==> src/rtl/cpu_pkg.sv <==
// ============================================================================
// Module      : cpu_pkg
// Description : Shared types and constants for the multiply/divide sequencer.
// Revision    : 1.0 - initial release
// ============================================================================
`default_nettype none

package cpu_pkg;

    localparam int WORD_W = 32;

    localparam logic MD_MULT = 1'b0;
    localparam logic MD_DIV  = 1'b1;

    typedef enum logic [1:0] {
        ST_IDLE = 2'd0,
        ST_MULT = 2'd1,
        ST_DIV  = 2'd2,
        ST_DONE = 2'd3
    } md_state_t;

    // Two's-complement magnitude; 0x80000000 maps to 2^31 read as unsigned.
    function automatic logic [WORD_W-1:0] abs_w(input logic [WORD_W-1:0] v);
        return v[WORD_W-1] ? -v : v;
    endfunction

endpackage

`default_nettype wire

==> src/rtl/md_step.sv <==
// ============================================================================
// Module      : md_step
// Description : One combinational iteration: Booth radix-2 add/shift or
//               restoring subtract/shift on the shared accumulator.
// Revision    : 1.0 - initial release
// ============================================================================
`default_nettype none

module md_step
    import cpu_pkg::*;
#(
    parameter int W = WORD_W
) (
    input  logic           op_i,
    input  logic [2*W:0]   acc_i,
    input  logic           qm1_i,
    input  logic [W-1:0]   m_i,
    output logic [2*W:0]   acc_o,
    output logic           qm1_o
);

    // Upper part is W+1 bits so Booth can subtract a -2^(W-1) multiplicand.
    logic [W:0]   w_hi;
    logic [W:0]   w_m_ext;
    logic [W:0]   w_sum;
    logic [W:0]   w_shifted;
    logic [W+1:0] w_trial;

    always_comb begin
        w_hi      = acc_i[2*W:W];
        w_m_ext   = {m_i[W-1], m_i};
        w_sum     = w_hi;
        w_shifted = acc_i[2*W-1:W-1];
        w_trial   = {1'b0, w_shifted} - {2'b00, m_i};
        acc_o     = acc_i;
        qm1_o     = qm1_i;

        if (op_i == MD_MULT) begin
            case ({acc_i[0], qm1_i})
                2'b01:   w_sum = w_hi + w_m_ext;
                2'b10:   w_sum = w_hi - w_m_ext;
                default: w_sum = w_hi;
            endcase
            acc_o = {w_sum[W], w_sum, acc_i[W-1:1]};
            qm1_o = acc_i[0];
        end else begin
            // Remainder sits in the upper part, quotient bits enter at bit 0.
            if (!w_trial[W+1]) begin
                acc_o = {w_trial[W:0], acc_i[W-2:0], 1'b1};
            end else begin
                acc_o = {w_shifted, acc_i[W-2:0], 1'b0};
            end
            qm1_o = 1'b0;
        end
    end

endmodule

`default_nettype wire

==> src/rtl/mult_div_unit.sv <==
// ============================================================================
// Module      : mult_div_unit
// Description : Iterative signed MULT/DIV sequencer holding the result in HI/LO.
// Revision    : 1.0 - initial release
// ============================================================================
`default_nettype none

module mult_div_unit
    import cpu_pkg::*;
#(
    parameter int ITER = 32
) (
    input  logic              clk,
    input  logic              reset,
    input  logic              start,
    input  logic              op,
    input  logic [WORD_W-1:0] a,
    input  logic [WORD_W-1:0] b,
    output logic              busy,
    output logic              done,
    output logic              div_zero,
    output logic [WORD_W-1:0] hi,
    output logic [WORD_W-1:0] lo
);

    localparam int CNT_W = (ITER > 1) ? $clog2(ITER) : 1;
    localparam logic [CNT_W-1:0] C_LAST = CNT_W'(ITER - 1);

    md_state_t           state_q;
    logic [CNT_W-1:0]    cnt_q;
    logic [2*WORD_W:0]   acc_q;
    logic [2*WORD_W:0]   acc_d;
    logic                qm1_q;
    logic                qm1_d;
    logic [WORD_W-1:0]   m_q;
    logic                neg_quo_q;
    logic                neg_rem_q;
    logic                busy_q;
    logic                done_q;
    logic                div_zero_q;
    logic [WORD_W-1:0]   hi_q;
    logic [WORD_W-1:0]   lo_q;
    logic                w_step_op;
    logic [WORD_W-1:0]   w_hi_d;
    logic [WORD_W-1:0]   w_lo_d;

    assign w_step_op = (state_q == ST_DIV) ? MD_DIV : MD_MULT;

    md_step #(
        .W (WORD_W)
    ) u_step (
        .op_i  (w_step_op),
        .acc_i (acc_q),
        .qm1_i (qm1_q),
        .m_i   (m_q),
        .acc_o (acc_d),
        .qm1_o (qm1_d)
    );

    // Both ops leave {upper, lower} = {product hi, lo} or {remainder, quotient}.
    always_comb begin
        w_hi_d = acc_d[2*WORD_W-1:WORD_W];
        w_lo_d = acc_d[WORD_W-1:0];
        if (state_q == ST_DIV) begin
            if (neg_rem_q) w_hi_d = -acc_d[2*WORD_W-1:WORD_W];
            if (neg_quo_q) w_lo_d = -acc_d[WORD_W-1:0];
        end
    end

    always_ff @(posedge clk) begin
        if (reset) begin
            state_q    <= ST_IDLE;
            cnt_q      <= '0;
            acc_q      <= '0;
            qm1_q      <= 1'b0;
            m_q        <= '0;
            neg_quo_q  <= 1'b0;
            neg_rem_q  <= 1'b0;
            busy_q     <= 1'b0;
            done_q     <= 1'b0;
            div_zero_q <= 1'b0;
            hi_q       <= '0;
            lo_q       <= '0;
        end else begin
            done_q     <= 1'b0;
            div_zero_q <= 1'b0;
            case (state_q)
                ST_IDLE, ST_DONE: begin
                    state_q <= ST_IDLE;
                    busy_q  <= 1'b0;
                    if (start) begin
                        cnt_q <= '0;
                        qm1_q <= 1'b0;
                        if (op == MD_MULT) begin
                            state_q <= ST_MULT;
                            busy_q  <= 1'b1;
                            acc_q   <= {{(WORD_W+1){1'b0}}, b};
                            m_q     <= a;
                        end else if (b != '0) begin
                            state_q   <= ST_DIV;
                            busy_q    <= 1'b1;
                            acc_q     <= {{(WORD_W+1){1'b0}}, abs_w(a)};
                            m_q       <= abs_w(b);
                            neg_quo_q <= a[WORD_W-1] ^ b[WORD_W-1];
                            neg_rem_q <= a[WORD_W-1];
                        end else begin
                            state_q    <= ST_DONE;
                            done_q     <= 1'b1;
                            div_zero_q <= 1'b1;
                        end
                    end
                end
                ST_MULT, ST_DIV: begin
                    acc_q <= acc_d;
                    qm1_q <= qm1_d;
                    cnt_q <= cnt_q + 1'b1;
                    if (cnt_q == C_LAST) begin
                        state_q <= ST_DONE;
                        busy_q  <= 1'b0;
                        done_q  <= 1'b1;
                        hi_q    <= w_hi_d;
                        lo_q    <= w_lo_d;
                    end
                end
                default: state_q <= ST_IDLE;
            endcase
        end
    end

    assign busy     = busy_q;
    assign done     = done_q;
    assign div_zero = div_zero_q;
    assign hi       = hi_q;
    assign lo       = lo_q;

endmodule

`default_nettype wire

==> config.mk <==
export PLATFORM = sky130hd
export DESIGN_NAME = mult_div_unit
export DESIGN_NICKNAME = d
export VERILOG_FILES = /design/src/rtl/cpu_pkg.sv /design/src/rtl/md_step.sv /design/src/rtl/mult_div_unit.sv
export SDC_FILE = /design/constraint.sdc
export NUM_CORES = 1
export LEC_CHECK = 0
export BUFFER_PORTS_ARGS = -buffer_cell sky130_fd_sc_hd__buf_4
export CAP_MARGIN = 10
export CORE_MARGIN = 10
export CORE_UTILIZATION = 30
export DETAILED_ROUTE_END_ITERATION = 16
export SYNTH_ARGS = -nofsm -noshare
export SYNTH_HDL_FRONTEND = slang
export SYNTH_SLANG_ARGS = --single-unit
export TNS_END_PERCENT = 100
==> constraint.sdc <==
create_clock -name clk -period 6.4 [get_ports clk]
set_clock_uncertainty 0.1 [all_clocks]
set_input_delay 1.28 -clock clk [delete_from_list [all_inputs] [get_ports clk]]
set_output_delay 1.28 -clock clk [all_outputs]
set_load 0.1 [all_outputs]
==> flow_summary_export.csv <==
group,metric,value,unit
global_routing,grtUsageTotal,19.1,%
floorplanning,die_area,61400,sq um
routing,wl_per_cell,20.7,um
worst_setup_path,reg2reg_slack,0.78,ns
worst_setup_path,worstPathArrival,5.89,ns
floorplanning,core_area,51300,sq um
run_status,status,"finished, final reports clean",
yosys,synth.cell_area,15600,sq um
routing,route.detailed.drc,0,
yosys,async_reset_ff_share,0,%
floorplanning,fp-row-count,83,
yosys,yosys_warnings,0,
yosys,ys_types,102,
timing,rsz0062_at_grt,"no",
worst_setup_path,cp-startpoint,"m_q[2]",
hold_path,hold_path_class,"flop to flop",
routing,avgViaCountPerCell,5.69,
timing,max_freq,178,MHz
layout,areaGrowthSynthToFinish,13.7,%
layout,drive_gt1_share,11.3,%
pwr,powerDensity,261,nW/um^2
clocking,cts_buffers,17,
routing,drt_iter0_markers,1460,
pwr,peakVddDrop,201,uV
yosys,yosysTopAreaCell,"dfxtp_1",
run,drv_cap,0,
timing,drv_slew,0,
pwr,p_seq_share,27.2,%
clocking,cts_resized,0,
timing,maxSlewHeadroom,32.1,%
yosys,synth-edff-count,0,
pwr,sw_frac_of_total,46.8,%
global_routing,gr-total-overflow,0,
routing,dr.pass1.iters,6,
routing,vias,16500,
clocking,clock_sinks,174,
clocking,cts_hold_buf,0,
yosys,synthesis.nets,2302,
worst_setup_path,cp-start-kind,"flop",
floorplanning,fp.dieH,248,um
timing,worst_pin_slew,1.02,ns
pwr,clkPwrFrac,22.7,%
worst_setup_path,endpoint,"hi[30]",
worst_setup_path,regToRegStartpoint,"m_q[2]",
worst_setup_path,rr_worst_depth,20,
timing,holdWs,0.352,ns
global_routing,antenna_found_initial,0,
pwr,p_sw,2.16,mW
yosys,ys_ff_latch,174,
yosys,synth_top_area_share,22.4,%
yosys,yosys_most_used_dff,"dfxtp_1",
global_routing,grt_first_pass_wirelength,91900,um
layout,diodes,0,
clocking,cts_max_path_buffers,2,
global_routing,grt_pass1_vias,15873,
pwr,comb_power_share,50.1,%
routing,antenna_left,0,
yosys,ys_top_cells_by_area,"dfxtp_1, a21oi_1, nand2_1",
timing,finalHoldViolations,0,
timing,setup_viol,0,
pwr,power.internal,2.46,mW
place,io_buffers,134,
layout,layout.nets,2352,
worst_setup_path,reg2reg_to,"hi[30]",
floorplanning,initial_core_util,30.3,%
timing,fin_crit,5.62,ns
floorplanning,io-pin-count,135,
clocking,clk_pin_slew,0.08,ns
yosys,synthCells,2159,
clocking,postCtsSetupRepairBufs,0,
yosys,seq_area_frac_synth,22.4,%
worst_setup_path,cp-end-kind,"flop",
place,place_hpwl,46900,um
worst_setup_path,crit_fanout,6,
clocking,cts-root-buf,"clkbuf_16",
routing,drt-total-wl,60000,um
worst_setup_path,critPathRequiredTime,6.66,ns
pwr,power_leakage,6.65,nW
global_routing,grt_max_degree,89,
timing,post-route-period-util,87.9,%
timing,tns,0,ns
clocking,cts_tree,"yes",
clocking,clk_latency,0.46,ns
place,gpl.final_weighted_congestion,0.993,
floorplanning,chipWidth,248,um
worst_setup_path,crit_type,"flop to flop",
yosys,post_synth.cell_area_avg,7.20,sq um
clocking,cts_max_level,4,
cells in the final DEF (no fill, tap or decap), types with 16 or more instances in the layout:
cell type	netlist	layout
nor3_1	38	38
nand4_1	19	19
a21o_1	29	29
nor4_1	16	16
ha_1	73	72
and3_1	19	19
a21oi_1	240	239
clkbuf_16	0	17
xnor2_1	84	84
dfxtp_1	174	174
o21a_1	18	18
o22ai_1	24	24
a211oi_1	38	38
a31oi_1	24	24
o31ai_1	36	36
nor2_1	253	253
inv_1	72	72
o21ai_0	86	86
nand2_1	284	283
buf_4	1	156
nor2b_1	20	19
mux2i_1	38	38
o211ai_1	57	57
or3_1	19	19
xor2_1	91	91
nand3_1	27	26
area by class of cell:
cell class                 instances  area (sq um)
fill                            5521         33600
multi-input combinational       1785         11300
sequential                       174          3480
timing repair buffer             156          1170
tap                              680           851
clock buffer                      17           425
inverter                          75           282
clock inverter                    15           150
registers in the layout (all words and copies together), names as in the netlist:
signal     cells
state_q        2
qm1_q          1
neg_rem_q      1
acc_q         65
done           1
cnt_q          5
lo            32
div_zero       1
busy           1
m_q           32
hi            32
neg_quo_q      1
power groups by stage:
stage               clock [mW]  combinational, mW  sequential (mW)
floorplan                    0               1.65             1.23
global route              1.10               2.51             1.26
detailed placement           0               2.27             1.28
global placement             0               2.25             1.28
finish                    1.05               2.31             1.26
CTS                       1.07               2.28             1.25
worst max-delay path, cell delays in order, from the launching register on:
cell and delay, ns:
dfxtp_1 0.35, nor4_1 0.48, and3_1 0.35, and3_1 0.31, a21oi_1 0.13, nor2_1 0.34
o21ai_0 0.21, xnor2_1 0.19, ha_1 0.40, and3_1 0.23, nand2_1 0.07, a2111oi_0 0.50
buf_4 0.21, o21a_1 0.13, o21a_1 0.15, mux2i_1 0.25, or4_1 0.17, nand4_1 0.16
o41ai_1 0.49, xnor2_1 0.11, o31ai_1 0.19
per-stage QoR:
| step | instance area (sq um) | total power, mW | utilization, % | cells | setup slack, ns |
|---|---|---|---|---|---|
| final | 17700 | 4.61 | 34.5 | 2902 | 0.775 |
| after global routing | 17700 | 4.88 | 34.5 | 2902 | 0.254 |
| after CTS | 17700 | 4.60 | 34.5 | 2902 | 0.881 |
| after detailed placement | 17100 | 3.55 | 33.3 | 2870 | 0.925 |
| after global placement | 17100 | 3.52 | 33.3 | 2870 | 1.05 |
| after floorplan | 15600 | 2.88 | - | 2159 | 1.70 |
how the worst min path moves through the flow:
stage               from        end  slack [ns]  cells past startpoint
2_1_floorplan  acc_q[64]  acc_q[64]        0.33                      2
3_3_place_gp      hi[18]     hi[18]        0.34                      1
3_5_place_dp      hi[19]     hi[19]        0.35                      1
4_1_cts           hi[27]     hi[27]        0.36                      2
5_1_grt             busy       busy        0.38                      2
6_report          hi[27]     hi[27]        0.35                      2
cells by family after synthesis:
group | Yosys count | share of synthesized area, %
adder cells (fa/ha/maj) | 75 | 6.13
flip-flops | 174 | 22.4
multiplexers | 49 | 3.24
AO/OA/AOI/OAI | 715 | 30.5
buffers and inverters | 200 | 5.08
AND/OR/NAND/NOR | 771 | 22.8
XOR/XNOR | 175 | 9.85
cells in the mapped netlist (9+ instances only):
cell type,number
or3_1,19
a31oi_1,24
ha_1,73
xor2_1,91
and2_1,11
a21oi_1,240
nor3_1,38
o31ai_1,36
o211ai_1,57
clkbuf_1,95
xnor2_1,84
o21a_1,18
inv_1,72
a221oi_1,11
nand2_1,284
o22ai_1,24
a21o_1,29
buf_1,16
nor2_1,253
nand4_1,19
nor2b_1,20
o41ai_1,13
buf_2,9
dfxtp_1,174
mux2_2,11
nand2b_1,12
a211oi_1,38
nand3_1,27
nor4_1,16
o21ai_0,86
a22oi_1,9
mux2i_1,38
and3_1,19
o21ai_1,14
metal layers:
layer / vias up / track usage [%] / share of wire [%]
li1: 7958 / - / -
met1: 7799 / 23.1 / 41
met2: 605 / 32.4 / 48
met3: 138 / 3.32 / 6.1
met4: 0 / 8.95 / 4.7
met5: - / 0 / 0
No activity file was read; power rests on OpenSTA's default activity.
